==> src/rtl/uart_pkt_defs_pkg.sv <==
// Shared definitions for the UART packet deframer: state encodings, default
// start-of-packet marker and the checksum acceptance rule.
package uart_pkt_defs_pkg;

    typedef enum logic [2:0] {
        HUNT    = 3'd0,
        LEN     = 3'd1,
        PAYLOAD = 3'd2,
        CHK     = 3'd3,
        HOLD    = 3'd4
    } state_e;

    localparam logic [7:0] DEFAULT_SYNC_BYTE = 8'hA5;

    // LEN + payload + CHK must sum to this value modulo 256.
    localparam logic [7:0] CHK_RESIDUE = 8'h00;

    function automatic logic chk_ok(input logic [7:0] sum, input logic [7:0] chk_byte);
        logic [7:0] total;
        total = sum + chk_byte;
        return total == CHK_RESIDUE;
    endfunction

endpackage

==> src/rtl/uart_pkt_buffer.sv <==
// Payload register file for the packet deframer: one synchronous write port
// and one registered read port. Storage is not reset; read data resets to 0.
module uart_pkt_buffer #(
    parameter int DEPTH = 16,
    parameter int AW    = $clog2(DEPTH)
) (
    input  logic          i_Clock,
    input  logic          i_Rst_L,
    input  logic          i_Wr_En,
    input  logic [AW-1:0] i_Wr_Addr,
    input  logic [7:0]    i_Wr_Data,
    input  logic [AW-1:0] i_Rd_Addr,
    output logic [7:0]    o_Rd_Data
);

    logic [7:0] mem_q [DEPTH];
    logic [7:0] rd_data_d;
    logic [7:0] rd_data_q;

    always_ff @(posedge i_Clock) begin
        if (i_Wr_En) begin
            mem_q[i_Wr_Addr] <= i_Wr_Data;
        end
    end

    always_comb begin
        rd_data_d = mem_q[i_Rd_Addr];
    end

    always_ff @(posedge i_Clock or negedge i_Rst_L) begin
        if (!i_Rst_L) begin
            rd_data_q <= 8'd0;
        end else begin
            rd_data_q <= rd_data_d;
        end
    end

    assign o_Rd_Data = rd_data_q;

endmodule

==> src/rtl/uart_pkt_deframer.sv <==
// Deframes SYNC/LEN/payload/CHK packets from a UART byte stream and holds a good
// packet for the command decoder. Define UART_PKT_TIMEOUT_EN for the idle abort.
module uart_pkt_deframer
    import uart_pkt_defs_pkg::*;
#(
    parameter int         MAX_LEN      = 16,
    parameter logic [7:0] SYNC_BYTE    = DEFAULT_SYNC_BYTE,
    parameter int         TIMEOUT_CLKS = 21700
) (
    input  logic                         i_Clock,
    input  logic                         i_Rst_L,
    input  logic                         i_RX_DV,
    input  logic [7:0]                   i_RX_Byte,
    output logic                         o_Pkt_Valid,
    output logic [$clog2(MAX_LEN+1)-1:0] o_Pkt_Len,
    input  logic                         i_Pkt_Ack,
    input  logic [$clog2(MAX_LEN)-1:0]   i_Rd_Addr,
    output logic [7:0]                   o_Rd_Data,
    output logic                         o_Busy,
    output logic                         o_Err_Chk,
    output logic                         o_Err_Len,
    output logic                         o_Overrun
`ifdef UART_PKT_TIMEOUT_EN
    ,
    output logic                         o_Err_Timeout
`endif
);

    localparam int LW = $clog2(MAX_LEN + 1);
    localparam int AW = $clog2(MAX_LEN);

    state_e          state_q, state_d;
    logic [LW-1:0]   len_q, len_d;
    logic [LW-1:0]   idx_q, idx_d;
    logic [7:0]      sum_q, sum_d;
    logic            pkt_valid_q, pkt_valid_d;
    logic [LW-1:0]   pkt_len_q, pkt_len_d;
    logic            err_chk_q, err_chk_d;
    logic            err_len_q, err_len_d;
    logic            overrun_q, overrun_d;
    logic            wr_en;
    logic            rx_sync;

    assign rx_sync = i_RX_DV && (i_RX_Byte == SYNC_BYTE);

`ifdef UART_PKT_TIMEOUT_EN
    localparam int TW = $clog2(TIMEOUT_CLKS);
    localparam logic [TW-1:0] TMO_LAST = TW'(TIMEOUT_CLKS - 1);

    logic [TW-1:0]   tmo_q, tmo_d;
    logic            err_tmo_q, err_tmo_d;
`endif

    always_comb begin
        state_d     = state_q;
        len_d       = len_q;
        idx_d       = idx_q;
        sum_d       = sum_q;
        pkt_valid_d = pkt_valid_q;
        pkt_len_d   = pkt_len_q;
        err_chk_d   = 1'b0;
        err_len_d   = 1'b0;
        overrun_d   = 1'b0;
        wr_en       = 1'b0;

        case (state_q)
            HUNT: begin
                if (rx_sync) state_d = LEN;
            end
            LEN: begin
                if (i_RX_DV) begin
                    len_d = i_RX_Byte[LW-1:0];
                    sum_d = i_RX_Byte;
                    if (i_RX_Byte > 8'(MAX_LEN)) begin
                        err_len_d = 1'b1;
                        state_d   = HUNT;
                    end else if (i_RX_Byte == 8'd0) begin
                        state_d = CHK;
                    end else begin
                        idx_d   = '0;
                        state_d = PAYLOAD;
                    end
                end
            end
            PAYLOAD: begin
                if (i_RX_DV) begin
                    wr_en = 1'b1;
                    sum_d = sum_q + i_RX_Byte;
                    idx_d = idx_q + 1'b1;
                    if (idx_q == len_q - 1'b1) state_d = CHK;
                end
            end
            CHK: begin
                if (i_RX_DV) begin
                    if (chk_ok(sum_q, i_RX_Byte)) begin
                        pkt_valid_d = 1'b1;
                        pkt_len_d   = len_q;
                        state_d     = HOLD;
                    end else begin
                        err_chk_d = 1'b1;
                        state_d   = HUNT;
                    end
                end
            end
            HOLD: begin
                // An ack releases the packet; a coincident byte is judged as a hunt byte.
                if (i_Pkt_Ack) begin
                    pkt_valid_d = 1'b0;
                    pkt_len_d   = '0;
                    state_d     = rx_sync ? LEN : HUNT;
                end else if (i_RX_DV) begin
                    overrun_d = 1'b1;
                end
            end
            default: state_d = HUNT;
        endcase

`ifdef UART_PKT_TIMEOUT_EN
        tmo_d     = '0;
        err_tmo_d = 1'b0;
        if ((state_q == LEN || state_q == PAYLOAD || state_q == CHK) && !i_RX_DV) begin
            if (tmo_q == TMO_LAST) begin
                err_tmo_d = 1'b1;
                state_d   = HUNT;
            end else begin
                tmo_d = tmo_q + 1'b1;
            end
        end
`endif
    end

    always_ff @(posedge i_Clock or negedge i_Rst_L) begin
        if (!i_Rst_L) begin
            state_q     <= HUNT;
            len_q       <= '0;
            idx_q       <= '0;
            sum_q       <= 8'd0;
            pkt_valid_q <= 1'b0;
            pkt_len_q   <= '0;
            err_chk_q   <= 1'b0;
            err_len_q   <= 1'b0;
            overrun_q   <= 1'b0;
        end else begin
            state_q     <= state_d;
            len_q       <= len_d;
            idx_q       <= idx_d;
            sum_q       <= sum_d;
            pkt_valid_q <= pkt_valid_d;
            pkt_len_q   <= pkt_len_d;
            err_chk_q   <= err_chk_d;
            err_len_q   <= err_len_d;
            overrun_q   <= overrun_d;
        end
    end

`ifdef UART_PKT_TIMEOUT_EN
    always_ff @(posedge i_Clock or negedge i_Rst_L) begin
        if (!i_Rst_L) begin
            tmo_q     <= '0;
            err_tmo_q <= 1'b0;
        end else begin
            tmo_q     <= tmo_d;
            err_tmo_q <= err_tmo_d;
        end
    end

    assign o_Err_Timeout = err_tmo_q;
`endif

    uart_pkt_buffer #(
        .DEPTH (MAX_LEN),
        .AW    (AW)
    ) u_buffer (
        .i_Clock   (i_Clock),
        .i_Rst_L   (i_Rst_L),
        .i_Wr_En   (wr_en),
        .i_Wr_Addr (idx_q[AW-1:0]),
        .i_Wr_Data (i_RX_Byte),
        .i_Rd_Addr (i_Rd_Addr),
        .o_Rd_Data (o_Rd_Data)
    );

    assign o_Pkt_Valid = pkt_valid_q;
    assign o_Pkt_Len   = pkt_len_q;
    assign o_Busy      = (state_q == LEN) || (state_q == PAYLOAD) || (state_q == CHK);
    assign o_Err_Chk   = err_chk_q;
    assign o_Err_Len   = err_len_q;
    assign o_Overrun   = overrun_q;

endmodule

==> config.mk <==
export PLATFORM = sky130hd
export DESIGN_NAME = uart_pkt_deframer
export DESIGN_NICKNAME = d
export VERILOG_FILES = /design/src/rtl/uart_pkt_defs_pkg.sv /design/src/rtl/uart_pkt_buffer.sv /design/src/rtl/uart_pkt_deframer.sv
export SDC_FILE = /design/constraint.sdc
export NUM_CORES = 1
export LEC_CHECK = 0
export CORE_ASPECT_RATIO = 1.5
export CORE_MARGIN = 2
export CORE_UTILIZATION = 57
export CTS_CLUSTER_SIZE = 14
export DETAILED_ROUTE_END_ITERATION = 10
export PLACE_DENSITY_LB_ADDON = 0.1
export SLEW_MARGIN = 10
export SYNTH_ARGS = -nofsm -noshare
export SYNTH_HDL_FRONTEND = slang
export SYNTH_SLANG_ARGS = --single-unit
==> constraint.sdc <==
create_clock -name i_Clock -period 6.7 [get_ports i_Clock]
set_clock_uncertainty 0.05 [all_clocks]
set_input_delay 1.005 -clock i_Clock [delete_from_list [all_inputs] [get_ports i_Clock]]
set_output_delay 1.005 -clock i_Clock [all_outputs]
set_load 0.1 [all_outputs]
==> results of run 1 <==
-- worst min path at each step --
stage	startpoint	to	slack [ns]	cells after the start
after floorplan	sum_q[4]$_DFFE_PN0P_	sum_q[4]$_DFFE_PN0P_	0.42	2
after global placement	o_Pkt_Valid$_DFFE_PN0P_	o_Pkt_Valid$_DFFE_PN0P_	0.41	2
after detailed placement	o_Pkt_Valid$_DFFE_PN0P_	o_Pkt_Valid$_DFFE_PN0P_	0.42	2
after CTS	o_Pkt_Valid$_DFFE_PN0P_	o_Pkt_Valid$_DFFE_PN0P_	0.45	2
after global routing	sum_q[0]$_DFFE_PN0P_	sum_q[0]$_DFFE_PN0P_	0.48	2
final	o_Pkt_Valid$_DFFE_PN0P_	o_Pkt_Valid$_DFFE_PN0P_	0.44	2
-- kinds of logic (layout without fill, tap and decap cells) --
group	after synthesis	after routing	synth area share
and+or+nand+nor	112	112	0.0883
DFF	166	166	0.676
AOI/OAI and AO/OA	43	43	0.0420
muxes	45	45	0.134
buffers and inverters	33	92	0.0212
xor gates and xnor gates	12	12	0.0148
adders and majority gates	13	13	0.0240
-- registers in the layout, summed over array words and instances (netlist names) --
| name | count |
|---|---|
| u_buffer.mem_q | 128 |
| u_buffer.o_Rd_Data | 8 |
| idx_q | 5 |
| state_q | 3 |
| len_q | 5 |
| o_Overrun | 1 |
| o_Err_Len | 1 |
| o_Pkt_Valid | 1 |
| sum_q | 8 |
| o_Err_Chk | 1 |
| o_Pkt_Len | 5 |
-- routing by layer --
metal | track usage | share of wire
met1 | 0.299 | 0.38
met2 | 0.410 | 0.56
met3 | 0.0529 | 0.049
met4 | 0.0847 | 0.016
met5 | 0 | 0
-- layout by cell type (no fill, tap or decap), types with 5 or more instances in the layout --
cell type        count
buf_4               11
clkbuf_16           17
clkdlybuf4s50_1     31
clkinvlp_4           5
dfrtp_1             38
edfxtp_1           128
ha_1                12
inv_1               16
mux2i_1              5
mux4_2              40
nand2_1             32
nand3_1             10
nor2_1              20
nor3_2               5
nor4_1               5
o21ai_0             15
xnor2_1              8
-- power groups by stage --
stage / logic, mW / registers (mW) / clock network [mW]
3_5_place_dp: 0.182 / 1.15 / 0
6_report: 0.181 / 1.13 / 0.972
2_1_floorplan: 0.0858 / 1.18 / 0
4_1_cts: 0.183 / 1.13 / 0.985
3_3_place_gp: 0.179 / 1.15 / 0
5_1_grt: 0.195 / 1.13 / 1.02
-- synth_stat cells, types with 2 or more instances --
library cell	n
nand3b_1	4
mux2i_1	5
mux4_2	40
nand3_1	10
o31ai_1	3
buf_2	3
xor2_1	4
nor3_1	7
nand2_1	32
a21oi_1	4
xnor2_1	8
a22oi_1	3
a22o_1	3
o21ai_0	15
dfrtp_1	38
nor2_1	20
buf_6	3
ha_1	12
edfxtp_1	128
o21ai_1	3
buf_1	5
nor4_1	5
nand2b_1	4
o22ai_1	2
nor2b_1	4
inv_1	16
nor3b_1	4
nor4b_1	2
clkbuf_1	6
or2_2	2
a211oi_2	2
and3_1	4
-- through the flow --
| step | hold WS, ns | util |
|---|---|---|
| finish | 0.442 | 0.681 |
| global route | 0.482 | 0.681 |
| floorplan | 0.416 | - |
| CTS | 0.445 | 0.681 |
| global placement | 0.415 | 0.631 |
| detailed placement | 0.424 | 0.631 |
-- final cells by class --
| class | count | area, sq um |
|---|---|---|
| Multi-Input combinational cell | 225 | 2170 |
| Clock inverter | 13 | 146 |
| Sequential cell | 166 | 4790 |
| Fill cell | 801 | 3860 |
| Tap cell | 153 | 191 |
| Inverter | 16 | 60.1 |
| Timing Repair Buffer | 44 | 403 |
| Clock buffer | 19 | 453 |
-- critical path: stages, from the launching register on --
cell	delay [ns]
dfrtp_1	0.51
nor2_1	0.13
nor2_1	0.11
clkdlybuf4s50_1	1.14
==> results.txt, run 1 <==
- Status: complete, no violations
- Yosys attributes the largest share of cell area to edfxtp_1, dfrtp_1, mux4_2, ha_1, nand2_1.
- Of the total power, the share spent switching nets is 0.228.
- Area added between synthesis and finish: 15.8%
- P_sw: just over 0.5 mW
- Relative contribution of the clock network to total power: 0.426
* Sequential share of the synthesized area: 0.676
- Global placement routability congestion: 0.856
- Fraction of layout cells with a size suffix above 1: 0.213
* Cell Rows: roughly 50
* Worst slack at placement: ~2.9 ns
- Clock tree synthesis found a total of about 170 sinks.
* DP Cell Count: just over 600
- After routing the design area is around 8200 sq um.
- Required time worst endpoint: 5.64 ns
* Worst-path maximum fanout: 11
* Number of global-route vias before repair: around 4100
- Min setup slack post-route: 3.32 ns
- Dividing the detail-routed wire length by the instance count gives around 23 um.
* Setup repair after global routing missed its margin: false
- The routed design has roughly 14 mm of wire.
* Most area-hungry cell type in the Yosys netlist: edfxtp_1
- Setup-failing EPs final: 0
- Combinational share of power: 0.080
* Count of pins on the block boundary: 34
- The count of final max-slew check failures was 0.
- Number of nets in the synthesized netlist: about 450
- Power density over the cells: ~280 nW/um^2
- Buffers added to address setup during post-CTS repair amount to 0.
- Setup TNS: 0 ns
* # diodes: 0
* H-tree depth: 4
* Netlist cell types: 55
- The initial utilization of the core area, before any placement, comes to 0.587.
- The analysis attributes to cell leakage a power of roughly 2.9 nW.
* Highest attainable clock frequency: 296 MHz
- For the worst setup path, the data arrival time is roughly 2.3 ns.
- Clock-pin slew was measured on the worst setup and hold paths at roughly 0.07 ns.
- TritonCTS built the clock tree.
- By startpoint and endpoint, the worst setup path is classified as flop to output pin.
- Post-DP Area: 7620 sq um
* Internal power consumption: 1.76 mW
* Share of the synthesized area in the top cell type: 0.542
- For this run, the total global-route usage over all layers was measured as 0.240.
- In the routed design, unresolved DRC markers number 0.
* Final count of hold timing violations: 0
- Max Cap Viol: 0
- Netlist Area Pre-Place: around 7100 sq um
- The cell sitting at the root of the clock tree is a clkbuf_16.
- In this run the worst setup path terminates at o_Busy.
* Antenna violations before repair: 1
- The worst-case IR drop observed on VDD is ~0.00019 V.
* Final global-route overflow total: 0
* Logic depth of the worst register-to-register path: 4
- TritonCTS created 17 clock buffers.
- Class of the tightest hold or removal check: flop to flop
- The share of total power dissipated in sequential elements is 0.494.
- EDFF count, synth: 128
* Die H: between 100 and 150 um
- Non-Filler Instances: approximately 640
- STA classifies the critical path startpoint as a flop.
* Post-Syn Area per Cell: around 17 sq um
- Portion of the clock cycle consumed by the worst path in the final layout: 0.504
- The die covers around 13000 sq um.
- Worst Setup SP: state_q[1]$_DFFE_PN0P_
- Count of warnings emitted by yosys: 0
- Reg2reg setup slack: 4.04 ns
* Global-route wire length before repair: 22.8 mm
- Clk buf depth: 2
- After the first detailed-routing iteration, the DRC count stood at about 270.
- In this run, post-CTS repair resized a total of 0 instances.
* Number of hold buffers added after CTS: 0
- R2r startpoint: state_q[1]$_DFFE_PN0P_
* Pre-antenna DRT Iters: 4
- The worst pin sits at a relative slew slack of 0.331.
- Overall power consumption after layout is estimated at roughly 2.3 mW.
* Slew at the pin closest to its max-slew limit: ~1.0 ns
* Number of synthesized register bits: roughly 170
- Endpoint of the most critical register-to-register path: u_buffer.mem_q[11][4]$_DFFE_PP_
- STA classifies the critical path endpoint as an output pin.
- Counting flops with an async set or reset pin after synthesis yields a share of 0.229.
- Min cycle time layout: between 3 and 4 ns
- The core region is roughly 12000 sq um.
* Vias per std cell: around 6.1
- The die is ~95 um wide.
- Counting every instance in the synthesized netlist gives between 400 and 500.
- Clock latency on the worst-skew pair: 0.42 ns
- Final net count: between 400 and 500
- Entering global routing, the biggest net connects 39 pins.
* Estimated wirelength of the detail-placed design: 9.40 mm
- The final route contains around 3900 vias.
* Total of buffers placed on input and output ports: 33
- Count of antenna-violating nets left after detailed routing: 0
- Among all flip-flop cells after synthesis, the most frequent one is edfxtp_1.
No activity file was read; power rests on OpenSTA's default activity.
==> run 2, diff against run 1 <==
- clock period: 6.7 -> 3.2 ns (I/O delays scaled with it)
==> results.txt, run 2 (synthesis gave the netlist of run 1 again) <==
- Status: complete, no violations
* Cell Rows: 49 (unchanged)
- Power density over the cells: 582 nW/um^2 (+110%)
- Pin count of the biggest net entering global routing: 39 (unchanged)
- Global placement routability congestion: 0.896 (+4.7%)
- Non-Filler Instances: 649 (+2.0%)
- Worst slew margin relative to its limit: 0.358 (+0.0270)
- Setup repair after global routing left no endpoint under its margin.
- The largest vdd supply drop came to 0.000433 V (+130%).
- Via count: 3985 (+3.1%)
- Std-Cell Core Area: 12100 sq um (unchanged)
* Commonest non-fill, non-tap cells in the layout: edfxtp_1, mux4_2, buf_4, dfrtp_1, nand2_1
- The cell area after placement is 7670 sq um (+0.66%).
- Max reg flops: 128 (unchanged)
- Count of pins on the block boundary: 34 (unchanged)
- Starting density of the core: 0.587 (unchanged)
- Total of buffers placed on input and output ports: 33 (unchanged)
- Sequence of cells on the critical path: clkdlybuf4s50_1 > ha_1 > inv_1 > fa_1 > nor2b_1 > o21ai_0 > a211oi_2 > and2_4 > nand4b_4 > mux2i_1
- The number of buffer and inverter stages on the critical path is 2 (+1).
- Post-layout power: 4.81 mW (+110%)
- Root buffer selected by CTS: clkbuf_16
* Final count of hold timing violations: 0 (unchanged)
- Worst setup EP type: flop
- DP Cell Count: 617 (+2.2%)
- The final total negative setup slack was 0 ns (unchanged).
- The number of DRC violations after detailed-routing iteration 0 is 212 (-23%).
* Antenna violations before repair: 0 (-1)
- The max-capacitance violation count is 0 (unchanged).
- Class of the tightest hold or removal check: input port to asynchronous set/reset pin
- Clock-pin slew of the registers on the worst-case setup and hold paths: 0.06 ns (about the same)
- CTS tree: done
- H-tree depth: 4 (unchanged)
* Fraction of layout cells with a size suffix above 1: 0.258 (+0.0448)
- Clk buf depth: 2 (unchanged)
- Worst Setup SP: i_RX_Byte[0]
* Sink Count: 166 (unchanged)
* Final std cell area, no fill: 8280 sq um (+0.70%)
- Min cycle time layout: about 2.5 ns
- Portion of the clock cycle consumed by the worst path in the final layout: 0.795
- Logic depth of the worst register-to-register path: 4 (unchanged)
- Final routed wirelength across all metal layers: 15.4 mm (+6.8%)
- For this design, the slowest cell found on the critical path is clkdlybuf4s50_1.
- The buffer count from post-CTS setup fixing was 0 (unchanged).
- Worst slack at placement: 0.255 ns (-2.65 ns)
- The number of antenna diodes was 0 (unchanged).
* Static leakage: 3.05 nW (+3.6%)
- The clock insertion delay at the later pin of the skew report is 0.42 ns (about the same).
* Number of hold buffers added after CTS: 0 (unchanged)
* Pre-antenna DRT Iters: 4 (unchanged)
* CP peak stage delay: 0.51 ns (-0.63 ns)
* Critical path class: input port to flop
- The detail-routed net length per standard cell came to 23.7 um (+4.6%).
* R2r startpoint: state_q[1]$_DFFE_PN0P_
- The total die area came to 13400 sq um (unchanged).
* Required time worst endpoint: 3.45 ns (-2.19 ns)
- The total DRC errors in the routed layout was 0 (unchanged).
- STA classifies the critical path startpoint as an input port.
* Data arrival time of the worst path: 2.79 ns (+0.47 ns)
- The wire length of the first global-routing pass came to 24.0 mm (+5.3%).
- The residual antenna-violating net count after detailed routing was 0 (unchanged).
* Number of global-route vias before repair: 4139 (+2.1%)
* Setup-failing EPs final: 0 (unchanged)
* Final net count: 512 (+2.6%)
- Vias per std cell: 6.14 (+1.0%)
* Min setup slack post-route: 0.657 ns (-2.66 ns)
- Overall track demand over capacity in global routing: 0.252 (+0.0123)
* Area added between synthesis and finish: 16.6%
* Estimated wirelength of the detail-placed design: 10.5 mm (+12%)
- Final global-route overflow total: 0 (unchanged)
- Worst-path maximum fanout: 7 (-4)
- Die H: 141 um (unchanged)
* Max-slew violations: 0 (unchanged)
- Static timing analysis puts the maximum clock frequency at ~400 MHz.
- On the critical path the largest part of the delay comes from adder cells.
- CTS buffer count: 17 (unchanged)
- Most common cell after layout, fill and taps aside: edfxtp_1
- The transition at the pin with the smallest max-transition slack is 0.960 ns (-0.0381 ns).
* Crit path depth: 10 (+7)
- The number of fill cells is 799 (-0.25%).
* Die width: 95.1 um (unchanged)
* Register name with the most flops: u_buffer.mem_q
- The post-cts repair resize count came to 0 (unchanged).
## run 2: per-layer routing
layer	track usage	up-vias	routed length, um
li1	-	1773	-
met1	0.310	2065	5730
met2	0.440	125	8600
met3	0.0369	22	644
met4	0.106	0	431
met5	0	-	0
## run 2: where the power goes
part	internal [mW]	total, mW	switching, mW
registers	2.34	2.36	0.0128
clock network	1.18	2.07	0.885
logic	0.143	0.389	0.246
## run 2: path summary, 6_finish.rpt
path	slack, ns	endpoint
setup reg to reg	0.90	u_buffer.mem_q[6][3]$_DFFE_PP_
max in group asynchronous	2.38	idx_q[1]$_DFFE_PN0P_
hold / removal	0.13	u_buffer.o_Rd_Data[6]$_DFF_PN0_
hold reg to reg	0.44	o_Pkt_Valid$_DFFE_PN0P_
min in group i_Clock	0.44	o_Pkt_Valid$_DFFE_PN0P_
setup / recovery	0.66	o_Pkt_Len[3]$_DFFE_PN0P_
## run 2: metrics by stage
step	hold slack, ns	utilization
after floorplan	0.134	-
after global placement	0.417	0.635
final	0.133	0.685
after global routing	0.203	0.685
after CTS	0.172	0.685
after detailed placement	0.425	0.635
## run 2: cell type report
cell class | count | area, sq um | share of cell area
inverters | 16 | 60.1 | 0.00726
flip-flops and latches | 166 | 4790 | 0.579
well taps | 153 | 191 | 0.0231
repair buffers | 57 | 473 | 0.0571
clock buffers | 17 | 425 | 0.0514
clock inverters | 15 | 181 | 0.0219
multi-input cells | 225 | 2150 | 0.260
==> run 3, diff against run 2 <==
- CORE_UTILIZATION: 57 -> 54
- clock period: 3.2 -> 2.22 ns (I/O delays scaled with it)
==> results.txt, run 3 (synthesis gave the netlist of run 1 again) <==
- The combined global-route utilization of all metal layers is 0.233 (-0.0184).
- Critical path class: flop to flop
* Worst setup EP type: flop
- R2r startpoint: sum_q[0]$_DFFE_PN0P_
- Based on the critical path, the design can be clocked at up to around 450 MHz.
- Violated checks: negative setup slack
- The detail-routed net length per standard cell came to 22.5 um (-5.0%).
- Setup TNS: -0.00283 ns (-0.00283 ns)
- Count of pins on the block boundary: 34 (unchanged)
- The first-pass iteration count of the detailed router was 5 (+1).
* Final net count: 546 (+6.6%)
- Clock latency on the worst-skew pair: 0.42 ns (about the same)
- Global-route wire length before repair: 23.7 mm (-1.3%)
* Max reg flops: 128 (unchanged)
- Antenna violations before repair: 0 (unchanged)
* Setup repair after global routing missed its margin: true
* Status: finished, violations left
* Detailed router's first-iteration violation count: 206 (-2.8%)
- Global placement routability congestion: 0.864 (-3.6%)
* Commonest non-fill, non-tap cells in the layout: edfxtp_1, buf_4, mux4_2, dfrtp_1, nand2_1
- Setup-failing EPs final: 3 (+3)
- Std-Cell Core Area: 12900 sq um (+6.7%)
- Fraction of layout cells with a size suffix above 1: 0.332 (+0.0740)
- Clock-pin slew of the registers on the worst-case setup and hold paths: 0.07 ns (about the same)
- Min setup slack post-route: -0.00183 ns (-0.659 ns)
* Max Cap Viol: 0 (unchanged)
* Pin count of the biggest net entering global routing: 33 (-15%)
- Root buffer selected by CTS: clkbuf_16
* Clk buf depth: 2 (unchanged)
- Max-slew violations: 0 (unchanged)
- The number of buffers added by the clock tree synthesis step came to 17 (unchanged).
* # diodes: 0 (unchanged)
- Die width: 97.6 um (+2.6%)
- u_buffer.mem_q holds more flip-flops than any other register.
- Post-layout power: 6.93 mW (+44%)
- The number of hold violations in the final report was 0 (unchanged).
* Sink Count: 166 (unchanged)
* Sequence of cells on the critical path: ha_2 > inv_2 > fa_2 > buf_6 > xor2_2 > nand3b_1 > nor3_4 > nand4b_4 > mux2i_1
- H-tree depth: 4 (unchanged)
* Cell Rows: 51 (+4.1%)
- Starting density of the core: 0.550 (-0.0370)
* Die ar.: 14100 sq um (+5.4%)
- The library cell used most frequently in the layout, excluding fill and tap cells, is edfxtp_1.
- Required time worst endpoint: 2.47 ns (-0.98 ns)
* Min cycle time layout: ~2.2 ns
* Final global-route overflow total: 0 (unchanged)
* Area added between synthesis and finish: 22.4%
* Static leakage: 3.26 nW (+6.8%)
- The die boundary height was 144 um (+2.7%).
* CTS tree: done
- Number of global-route vias before repair: 4250 (+2.7%)
* Cell type group with the largest total delay on the critical path: simple AND/OR/NAND/NOR gates
- Non-Filler Instances: 689 (+6.2%)
- The delay of the slowest cell on the worst path is 0.37 ns (-0.14 ns).
- Estimated wirelength of the detail-placed design: 10.8 mm (+2.5%)
* Worst-path maximum fanout: 7 (unchanged)
* Vias per std cell: 5.91 (-3.8%)
- The final instance area is 8680 sq um (+4.9%).
* Worst slew margin relative to its limit: 0.609 (+0.251)
- Portion of the clock cycle consumed by the worst path in the final layout: 1.00
- Critical Path Slowest Stage Cell: dfrtp_1
* Final routed wirelength across all metal layers: 15.5 mm (+0.84%)
- Fraction of the core area covered by cells at the end of the flow: 0.674 (-0.0115)
* Worst Setup SP: sum_q[0]$_DFFE_PN0P_
- Number of filler instances in the final layout: 898 (+12%)
* Count of antenna-violating nets left after detailed routing: 0 (unchanged)
- The total DRC errors in the routed layout came to 0 (unchanged).
- The count of placed standard cells including taps is 656 (+6.3%).
- The power per unit of standard cell area is 798 nW/um^2 (+37%).
- The critical path data arrival time came to 2.48 ns (-0.31 ns).
- The largest vdd supply drop was 0.000476 V (+9.8%).
- Number of buffers and inverters on the critical path: 2 (unchanged)
- The number of vias in the routed layout is 4070 (+2.1%).
* Element type at the critical path start: flop
* Class of the tightest hold or removal check: input port to asynchronous set/reset pin
* Slew at the pin closest to its max-slew limit: 0.587 ns (-0.374 ns)
* Total of buffers placed on input and output ports: 33 (unchanged)
* Post-DP Area: 8020 sq um (+4.6%)
==> run 3: cell count changes in the layout (fill, tap and decap cells not counted), sizes merged <==
cell / previous run / this run
buf: 42 / 77
bufinv: 2 / 1
clkdlybuf4s50: 15 / 9
clkinv: 2 / 1
clkinvlp: 2 / 3
dlygate4sd2: 0 / 3
dlygate4sd3: 0 / 1
dlymetal6s2s: 0 / 1
inv: 25 / 26
==> run 3: routing by layer <==
| layer | GRT usage | vias up | part of all wire |
|---|---|---|---|
| met1 | 0.264 | 2121 | 0.38 |
| met5 | 0 | - | 0 |
| met2 | 0.433 | 91 | 0.56 |
| met4 | 0.0980 | 0 | 0.027 |
| li1 | - | 1835 | - |
| met3 | 0.0445 | 23 | 0.029 |
==> run 3: final timing paths <==
check	slack [ns]	to	cells past startpoint
worst max-delay path	-0.002	o_Pkt_Len[2]$_DFFE_PN0P_	9
worst min-delay path	0.39	u_buffer.o_Rd_Data[6]$_DFF_PN0_	2
worst max register to register	-0.002	o_Pkt_Len[2]$_DFFE_PN0P_	9
worst min register to register	0.44	o_Pkt_Valid$_DFFE_PN0P_	2
max in group asynchronous	1.12	len_q[0]$_DFFE_PN0P_	3
min in group i_Clock	0.44	o_Pkt_Valid$_DFFE_PN0P_	2
==> run 3: worst reg2reg max path, cell delays in order, from the launching register on <==
cell and delay [ns]:
dfrtp_1 0.37, ha_2 0.20, inv_2 0.04, fa_2 0.37, buf_6 0.14, xor2_2 0.16
nand3b_1 0.15, nor3_4 0.25, nand4b_4 0.21, mux2i_1 0.18
==> run 3: through the flow <==
step / hold WS, ns / worst slack [ns]
final: 0.394 / -0.00183
after global routing: 0.417 / -0.143
after CTS: 0.386 / 0.00648
after detailed placement: 0.298 / -0.710
after global placement: 0.299 / -0.677
after floorplan: -0.0126 / -0.157
==> run 3: timing repair <==
| item | 4_1_cts | 5_1_grt |
|---|---|---|
| endpoints found under the hold margin | 19 | 0 |
| resized for setup | 7 | 10 |
| setup endpoints to repair | 8 | 8 |
| hold buffers | 1 | 0 |
| pin swaps | 2 | 7 |
| buffers inserted | 0 | 0 |
==> run 3: layout make-up <==
cell class	count	area, sq um	area share
Clock inverter	15	158	0.0182
Timing Repair Buffer	91	803	0.0925
Inverter	16	60.1	0.00692
Sequential cell	166	4790	0.552
Tap cell	159	199	0.0229
Clock buffer	17	425	0.0490
Multi-Input combinational cell	225	2240	0.258
==> run 3: report_power, final <==
part           internal [mW]  switching, mW
Clock                   1.60           1.29
Sequential              3.38         0.0193
Combinational          0.264          0.387
Total                   5.24           1.69
